--- config.mk ---
export PLATFORM = sky130hd
export DESIGN_NAME = fir_xn_source
export DESIGN_NICKNAME = d
export VERILOG_FILES = /design/src/rtl/fir_pkg.sv /design/src/rtl/fir_xn_source_sync_fifo.sv /design/src/rtl/fir_xn_source.sv
export SDC_FILE = /design/constraint.sdc
export NUM_CORES = 1
export LEC_CHECK = 0
export BUFFER_PORTS_ARGS = -buffer_cell sky130_fd_sc_hd__buf_2
export CAP_MARGIN = 10
export CORE_MARGIN = 1
export CORE_UTILIZATION = 29
export DETAILED_ROUTE_END_ITERATION = 8
export SYNTH_ARGS = -nofsm -noshare
export SYNTH_HDL_FRONTEND = slang
export SYNTH_HIERARCHICAL = 1
export SYNTH_SLANG_ARGS = --single-unit
export TNS_END_PERCENT = 20
--- constraint.sdc ---
create_clock -name clk -period 6.7 [get_ports clk]
set_input_delay 2.01 -clock clk [delete_from_list [all_inputs] [get_ports clk]]
set_output_delay 2.01 -clock clk [all_outputs]
set_load 0.02 [all_outputs]
--- src/rtl/fir_pkg.sv ---
// Shared types and constants for the FIR sample-source front end.
package fir_pkg;

  typedef enum logic [2:0] {
    IDLE   = 3'd0,
    FILL   = 3'd1,
    STREAM = 3'd2,
    FLUSH  = 3'd3,
    DONE   = 3'd4
  } fir_src_state_t;

  localparam int         FIR_TAPS      = 19;
  localparam int         FIR_DW        = 8;
  localparam logic [12:0] FRAME_LEN_NOM = 13'd5000;

  // Saturating 8-bit increment used by the underflow statistic.
  function automatic logic [7:0] sat_inc8(input logic [7:0] v);
    logic [7:0] r;
    if (v == 8'hFF) begin
      r = 8'hFF;
    end else begin
      r = v + 8'd1;
    end
    return r;
  endfunction

endpackage

--- src/rtl/fir_xn_source_sync_fifo.sv ---
// Single-clock FIFO with registered occupancy count. A write is never
// forwarded to the read side in the same cycle; full/empty come straight
// from the registered count.
module sync_fifo #(
  parameter int  WIDTH = 8,
  parameter int  DEPTH = 16,
  localparam int AW    = $clog2(DEPTH),
  localparam int CW    = AW + 1
) (
  input  logic             clk,
  input  logic             n_rst,
  input  logic             push,
  input  logic             pop,
  input  logic [WIDTH-1:0] wdata,
  output logic [WIDTH-1:0] rdata,
  output logic             full,
  output logic             empty,
  output logic [CW-1:0]    count
);

  logic [WIDTH-1:0] mem_q [DEPTH];
  logic [WIDTH-1:0] mem_d [DEPTH];
  logic [AW-1:0]    wr_ptr_q, wr_ptr_d;
  logic [AW-1:0]    rd_ptr_q, rd_ptr_d;
  logic [CW-1:0]    count_q, count_d;
  logic             wr_en_s, rd_en_s;

  assign full  = (count_q == CW'(DEPTH));
  assign empty = (count_q == {CW{1'b0}});
  assign count = count_q;
  assign rdata = mem_q[rd_ptr_q];

  // Next-state for pointers, count and storage; pointers wrap naturally since DEPTH is a power of 2.
  always_comb begin
    wr_en_s  = push && !full;
    rd_en_s  = pop && !empty;
    wr_ptr_d = wr_ptr_q;
    rd_ptr_d = rd_ptr_q;
    count_d  = count_q;
    for (int i = 0; i < DEPTH; i++) begin
      mem_d[i] = mem_q[i];
    end
    if (wr_en_s) begin
      mem_d[wr_ptr_q] = wdata;
      wr_ptr_d        = wr_ptr_q + {{(AW-1){1'b0}}, 1'b1};
    end else begin
      wr_ptr_d = wr_ptr_q;
    end
    if (rd_en_s) begin
      rd_ptr_d = rd_ptr_q + {{(AW-1){1'b0}}, 1'b1};
    end else begin
      rd_ptr_d = rd_ptr_q;
    end
    case ({wr_en_s, rd_en_s})
      2'b10:   count_d = count_q + {{(CW-1){1'b0}}, 1'b1};
      2'b01:   count_d = count_q - {{(CW-1){1'b0}}, 1'b1};
      default: count_d = count_q;
    endcase
  end

  // FIFO state registers; reset empties the FIFO and discards its contents.
  always_ff @(posedge clk or negedge n_rst) begin
    if (!n_rst) begin
      wr_ptr_q <= {AW{1'b0}};
      rd_ptr_q <= {AW{1'b0}};
      count_q  <= {CW{1'b0}};
      for (int i = 0; i < DEPTH; i++) begin
        mem_q[i] <= {WIDTH{1'b0}};
      end
    end else begin
      wr_ptr_q <= wr_ptr_d;
      rd_ptr_q <= rd_ptr_d;
      count_q  <= count_d;
      for (int i = 0; i < DEPTH; i++) begin
        mem_q[i] <= mem_d[i];
      end
    end
  end

endmodule

--- src/rtl/fir_xn_source.sv ---
// Sample source for the 19-tap FIR: buffers host samples, streams a frame
// at full rate (zero-filling on underflow), then drives FIR_TAPS zeros to
// drain the filter before pulsing done.
module fir_xn_source
  import fir_pkg::*;
#(
  parameter int D_WIDTH  = 8,
  parameter int DEPTH    = 16,
  parameter int PREFILL  = 4,
  parameter int FIR_TAPS = 19,
  parameter int LEN_W    = 13
) (
  input  logic               clk,
  input  logic               n_rst,
  input  logic               start,
  input  logic [LEN_W-1:0]   frame_len,
  input  logic               s_valid,
  input  logic [D_WIDTH-1:0] s_data,
  output logic               s_ready,
  output logic [D_WIDTH-1:0] xn_data,
  output logic               xn_valid,
  output logic               busy,
  output logic               done,
  output logic [7:0]         underflow_cnt
);

  localparam int CW = $clog2(DEPTH) + 1;
  localparam int FW = $clog2(FIR_TAPS + 1);

  fir_src_state_t     state_q, state_d;
  logic [LEN_W-1:0]   frame_len_q, frame_len_d;
  logic [LEN_W-1:0]   sample_cnt_q, sample_cnt_d;
  logic [FW-1:0]      flush_cnt_q, flush_cnt_d;
  logic [7:0]         underflow_q, underflow_d;
  logic [D_WIDTH-1:0] xn_data_q, xn_data_d;
  logic               xn_valid_q, xn_valid_d;
  logic               busy_q, busy_d;
  logic               done_q, done_d;

  logic               fifo_push_s, fifo_pop_s;
  logic               fifo_full_s, fifo_empty_s;
  logic [D_WIDTH-1:0] fifo_rdata_s;
  logic [CW-1:0]      fifo_count_s;
  logic [LEN_W-1:0]   fill_target_s;
  logic               fill_ok_s;
  logic               emit_s;

  assign s_ready     = !fifo_full_s;
  assign fifo_push_s = s_valid && !fifo_full_s;

  sync_fifo #(
    .WIDTH (D_WIDTH),
    .DEPTH (DEPTH)
  ) u_fifo (
    .clk   (clk),
    .n_rst (n_rst),
    .push  (fifo_push_s),
    .pop   (fifo_pop_s),
    .wdata (s_data),
    .rdata (fifo_rdata_s),
    .full  (fifo_full_s),
    .empty (fifo_empty_s),
    .count (fifo_count_s)
  );

  // Streaming begins once the FIFO holds min(PREFILL, frame length) samples.
  always_comb begin
    if (frame_len_q < LEN_W'(PREFILL)) begin
      fill_target_s = frame_len_q;
    end else begin
      fill_target_s = LEN_W'(PREFILL);
    end
    fill_ok_s = (LEN_W'(fifo_count_s) >= fill_target_s);
  end

  // Frame sequencer: outputs are computed for the state being entered so they line up with it.
  always_comb begin
    state_d      = state_q;
    frame_len_d  = frame_len_q;
    sample_cnt_d = sample_cnt_q;
    flush_cnt_d  = flush_cnt_q;
    underflow_d  = underflow_q;
    xn_data_d    = {D_WIDTH{1'b0}};
    xn_valid_d   = 1'b0;
    done_d       = 1'b0;
    emit_s       = 1'b0;
    fifo_pop_s   = 1'b0;

    case (state_q)
      IDLE: begin
        if (start) begin
          underflow_d = 8'd0;
          if (frame_len != {LEN_W{1'b0}}) begin
            frame_len_d = frame_len;
            state_d     = FILL;
          end else begin
            state_d = DONE;
            done_d  = 1'b1;
          end
        end else begin
          state_d = IDLE;
        end
      end
      FILL: begin
        if (fill_ok_s) begin
          state_d      = STREAM;
          emit_s       = 1'b1;
          sample_cnt_d = {{(LEN_W-1){1'b0}}, 1'b1};
        end else begin
          state_d = FILL;
        end
      end
      STREAM: begin
        if (sample_cnt_q == frame_len_q) begin
          state_d     = FLUSH;
          flush_cnt_d = {{(FW-1){1'b0}}, 1'b1};
        end else begin
          emit_s       = 1'b1;
          sample_cnt_d = sample_cnt_q + {{(LEN_W-1){1'b0}}, 1'b1};
        end
      end
      FLUSH: begin
        if (flush_cnt_q == FW'(FIR_TAPS)) begin
          state_d = DONE;
          done_d  = 1'b1;
        end else begin
          flush_cnt_d = flush_cnt_q + {{(FW-1){1'b0}}, 1'b1};
        end
      end
      DONE: begin
        state_d = IDLE;
      end
      default: begin
        state_d = IDLE;
      end
    endcase

    // One frame sample per emit: FIFO head if available, otherwise an underflow zero.
    if (emit_s) begin
      xn_valid_d = 1'b1;
      if (!fifo_empty_s) begin
        fifo_pop_s = 1'b1;
        xn_data_d  = fifo_rdata_s;
      end else begin
        xn_data_d   = {D_WIDTH{1'b0}};
        underflow_d = sat_inc8(underflow_q);
      end
    end else begin
      xn_valid_d = 1'b0;
    end

    busy_d = (state_d != IDLE);
  end

  // State, counters and registered outputs; reset aborts any frame in flight.
  always_ff @(posedge clk or negedge n_rst) begin
    if (!n_rst) begin
      state_q      <= IDLE;
      frame_len_q  <= {LEN_W{1'b0}};
      sample_cnt_q <= {LEN_W{1'b0}};
      flush_cnt_q  <= {FW{1'b0}};
      underflow_q  <= 8'd0;
      xn_data_q    <= {D_WIDTH{1'b0}};
      xn_valid_q   <= 1'b0;
      busy_q       <= 1'b0;
      done_q       <= 1'b0;
    end else begin
      state_q      <= state_d;
      frame_len_q  <= frame_len_d;
      sample_cnt_q <= sample_cnt_d;
      flush_cnt_q  <= flush_cnt_d;
      underflow_q  <= underflow_d;
      xn_data_q    <= xn_data_d;
      xn_valid_q   <= xn_valid_d;
      busy_q       <= busy_d;
      done_q       <= done_d;
    end
  end

  assign xn_data       = xn_data_q;
  assign xn_valid      = xn_valid_q;
  assign busy          = busy_q;
  assign done          = done_q;
  assign underflow_cnt = underflow_q;

endmodule

==> flow_summary.json <==
{
  "ys_types": 58,
  "final_util_pct": 33.65,
  "slew_viol_final": 0,
  "yosysWarnings": 6,
  "worstPathRequired_ps": 7030,
  "die_h_microns": 182.5,
  "pwr-share-clk_pct": 21.0,
  "max-cap-violations": 0,
  "ctsHoldBuffers": 0,
  "power.total_mw": 4.989,
  "synth.avg_cell_area_sq_um": 12.63,
  "p_seq_share_pct": 41.3,
  "switching_share_pct": 36.84,
  "track_usage_pct": 13.43,
  "grt_pass1_wl_microns": 34390,
  "cts-resized-gates": 0,
  "drt-total-wl_microns": 21080,
  "fin_tns_setup_ps": 0,
  "route.detailed.drc": 0,
  "synthCells": 748,
  "core_area_sq_mm": 0.03180,
  "synth.ff_latch_count": 194,
  "cts_buffers": 17,
  "die_area_sq_mm": 0.03329,
  "tightest_slew_ps": 1157,
  "ys_seq_area_share_pct": 51.40,
  "crit_path_max_fanout": 9,
  "place_congestion": 0.8010,
  "drtAntennaViolNets": 0,
  "fmax_mhz": 206.9,
  "async_flop_share_pct": 100.0,
  "ioPinCount": 45,
  "drt_iter0_markers": 305,
  "fillers": 3154,
  "fp-row-count": 65,
  "start_kind": "register",
  "antenna_found_initial": 0,
  "cts.path.max_buffers": 2,
  "power_density_mw_per_mm2": 466.2,
  "synthFlopType": "dfrtp_1",
  "cts_tree": "built",
  "port_buffers": 44,
  "hold_viol": 0,
  "drt-vias-per-instance": 4.912,
  "internal_power_mw": 3.151,
  "status": "finished clean",
  "crit_type": "register to register",
  "root_buffer": "clkbuf_16",
  "initial_core_util_pct": 29.70,
  "rsz0062_at_grt": "no",
  "clkSlewWorstSetupHoldPaths_ps": 70,
  "combPwrFrac_pct": 37.8,
  "skew_ps": 12.84,
  "fin_crit_ps": 4833,
  "nets": 824,
  "syn2layout_area_growth_pct": 13.31,
  "layout-drive-gt1-share_pct": 30.35,
  "antennaDiodeCount": 0,
  "grt_max_degree": 82,
  "hp-class": "register to register",
  "timing.final.crit_share_pct": 72.14,
  "post-dp-hpwl_microns": 13560,
  "die_w_microns": 182.5,
  "max_slew_margin_pct": 22.74,
  "synth_area_sq_mm": 0.009444,
  "postCtsSetupBuffers": 0,
  "overflow": 0,
  "cts.sink_count": 194,
  "arrival_ps": 5160,
  "insertion_delay_ps": 450,
  "p_sw_mw": 1.838,
  "drtPass1Iterations": 4,
  "finalSetupViolations": 0,
  "peakVddDrop_mv": 0.2801,
  "synth_edf_count": 0,
  "cp-end-kind": "register",
  "grt_pass1_vias": 6095,
  "routedWlPerCell_microns": 17.15,
  "p_leak_nw": 4.706,
  "htreeDepth": 4,
  "vias": 6037
}
==> power by group through the flow <==
stage	clock network, mW	logic [mW]	registers, mW
after detailed placement	0	1.90	2.08
after CTS	1.07	1.91	2.06
after global placement	0	1.87	2.06
final	1.05	1.88	2.06
after global routing	1.12	2.09	2.13
after floorplan	0	1.53	1.95
==> synthesized netlist by cell type, types with 11 or more instances <==
cell type  instances  area, sq um
ha_1              17        212.7
nand4_1           12        75.07
mux4_2            16        360.4
dfrtp_1          194         4855
xnor2_1           12        105.1
buf_2             11        55.05
xor2_1            15        131.4
nand3_1           11        55.05
and2_1            14        87.58
o21ai_0           28        140.1
nand2_1           56        210.2
mux2i_1           29        290.3
mux2_1            32        360.4
nor2_1            15        56.30
clkbuf_1          23        86.33
inv_1             18        67.56
a21oi_1           20        100.1
mux2_2           112         1261
==> per-stage QoR <==
| stage | area (sq um) | hold slack [ps] | cells | setup WS (ps) |
|---|---|---|---|---|
| after floorplan | 9448 | 463.5 | 749 | 2458 |
| after detailed placement | 10110 | 480.8 | 1197 | 1780 |
| after global routing | 10700 | 503.2 | 1229 | 1316 |
| after global placement | 10110 | 472.8 | 1197 | 1867 |
| after CTS | 10700 | 497.9 | 1229 | 1764 |
| final | 10700 | 493.2 | 1229 | 1867 |
==> kinds of logic after synthesis <==
family	share of synthesized area [%]
AO/OA/AOI/OAI	7.459
XOR/XNOR	2.504
adder cells (fa/ha/maj)	2.464
buffers and inverters	2.411
flip-flops	51.40
multiplexers	24.06
other	0.03971
AND/OR/NAND/NOR	9.658
==> cells in the final DEF (no fill, tap or decap), types with 8 or more instances in the layout <==
cell       Yosys  final
nand4_1       12     12
nor2b_1        8      8
mux2_2       112    112
mux4_2        16     16
xor2_1        15     15
mux2_1        32     32
nand3_1       11     11
a221oi_1       8      8
inv_1         18     18
ha_1          17     17
and2_1        14     14
o21ai_0       28     28
xnor2_1       12     12
nor2_1        15     15
a21oi_1       20     20
mux2i_1       29     29
dfrtp_1      194    193
nand2_1       56     56
and3_1         8      8
a22oi_1        8      8
buf_2         11     43
clkbuf_16      0     17
==> layer usage <==
metal  track usage, %  vias to the layer above  routed length, microns
li1                 -                     2796                       -
met1            18.85                     3097                   10530
met2            20.41                      115                    9431
met3            2.714                       29                     722
met4            4.807                        0                     391
met5                0                        -                       0
==> sequential cells by signal, indices dropped and copies added, names as in the netlist <==
register	flops
busy	1
frame_len_q	13
u_fifo/rd_ptr_q	4
u_fifo/mem_q	128
xn_data	8
sample_cnt_q	13
underflow_cnt	8
flush_cnt_q	5
xn_valid	1
done	1
u_fifo/count	5
u_fifo/wr_ptr_q	4
state_q	3
==> path summary, 6_finish.rpt <==
| check | start | endpoint | slack (ps) | cells past startpoint |
|---|---|---|---|---|
| min in group asynchronous | n_rst | frame_len_q[5]$_DFFE_PN0P_ | 1600 | 1 |
| max in group asynchronous | n_rst | u_fifo/rd_ptr_q[0]$_DFFE_PN0P_ | 3790 | 2 |
| worst max-delay path | frame_len_q[5]$_DFFE_PN0P_ | u_fifo/count[4]$_DFFE_PN0P_ | 1870 | 19 |
| worst max register to register | frame_len_q[5]$_DFFE_PN0P_ | u_fifo/count[4]$_DFFE_PN0P_ | 1870 | 19 |
| worst min register to register | u_fifo/mem_q[64]$_DFFE_PN0P_ | u_fifo/mem_q[64]$_DFFE_PN0P_ | 490 | 1 |
| worst min-delay path | u_fifo/mem_q[64]$_DFFE_PN0P_ | u_fifo/mem_q[64]$_DFFE_PN0P_ | 490 | 1 |
==> critical path, stage by stage, from the launching register on <==
cell      delay, ps
dfrtp_1         410
nor4_1          310
nand2_1         120
nor4_1          380
and2_1          200
ha_1            120
nand2b_1         90
a31oi_1         100
o21ai_1         220
nand3_1         150
a21oi_2         450
nor2b_1         420
ha_1            310
inv_1           100
fa_1            400
nor2b_1         120
o21ai_0         120
nand3_1         100
or3b_2          450
xnor2_1         130
==> area by class of cell <==
cell class                      instances  area (sq um)  area share, %
Clock buffer                           18         429.2          4.010
Clock inverter                         14         165.2          1.543
Inverter                               18         67.56         0.6314
Multi-Input combinational cell        500          4365          40.79
Sequential cell                       194          4856          45.38
Tap cell                              435         544.3          5.086
Timing Repair Buffer                   50         274.0          2.561
Note: power is estimated with default switching activity, not from simulation.
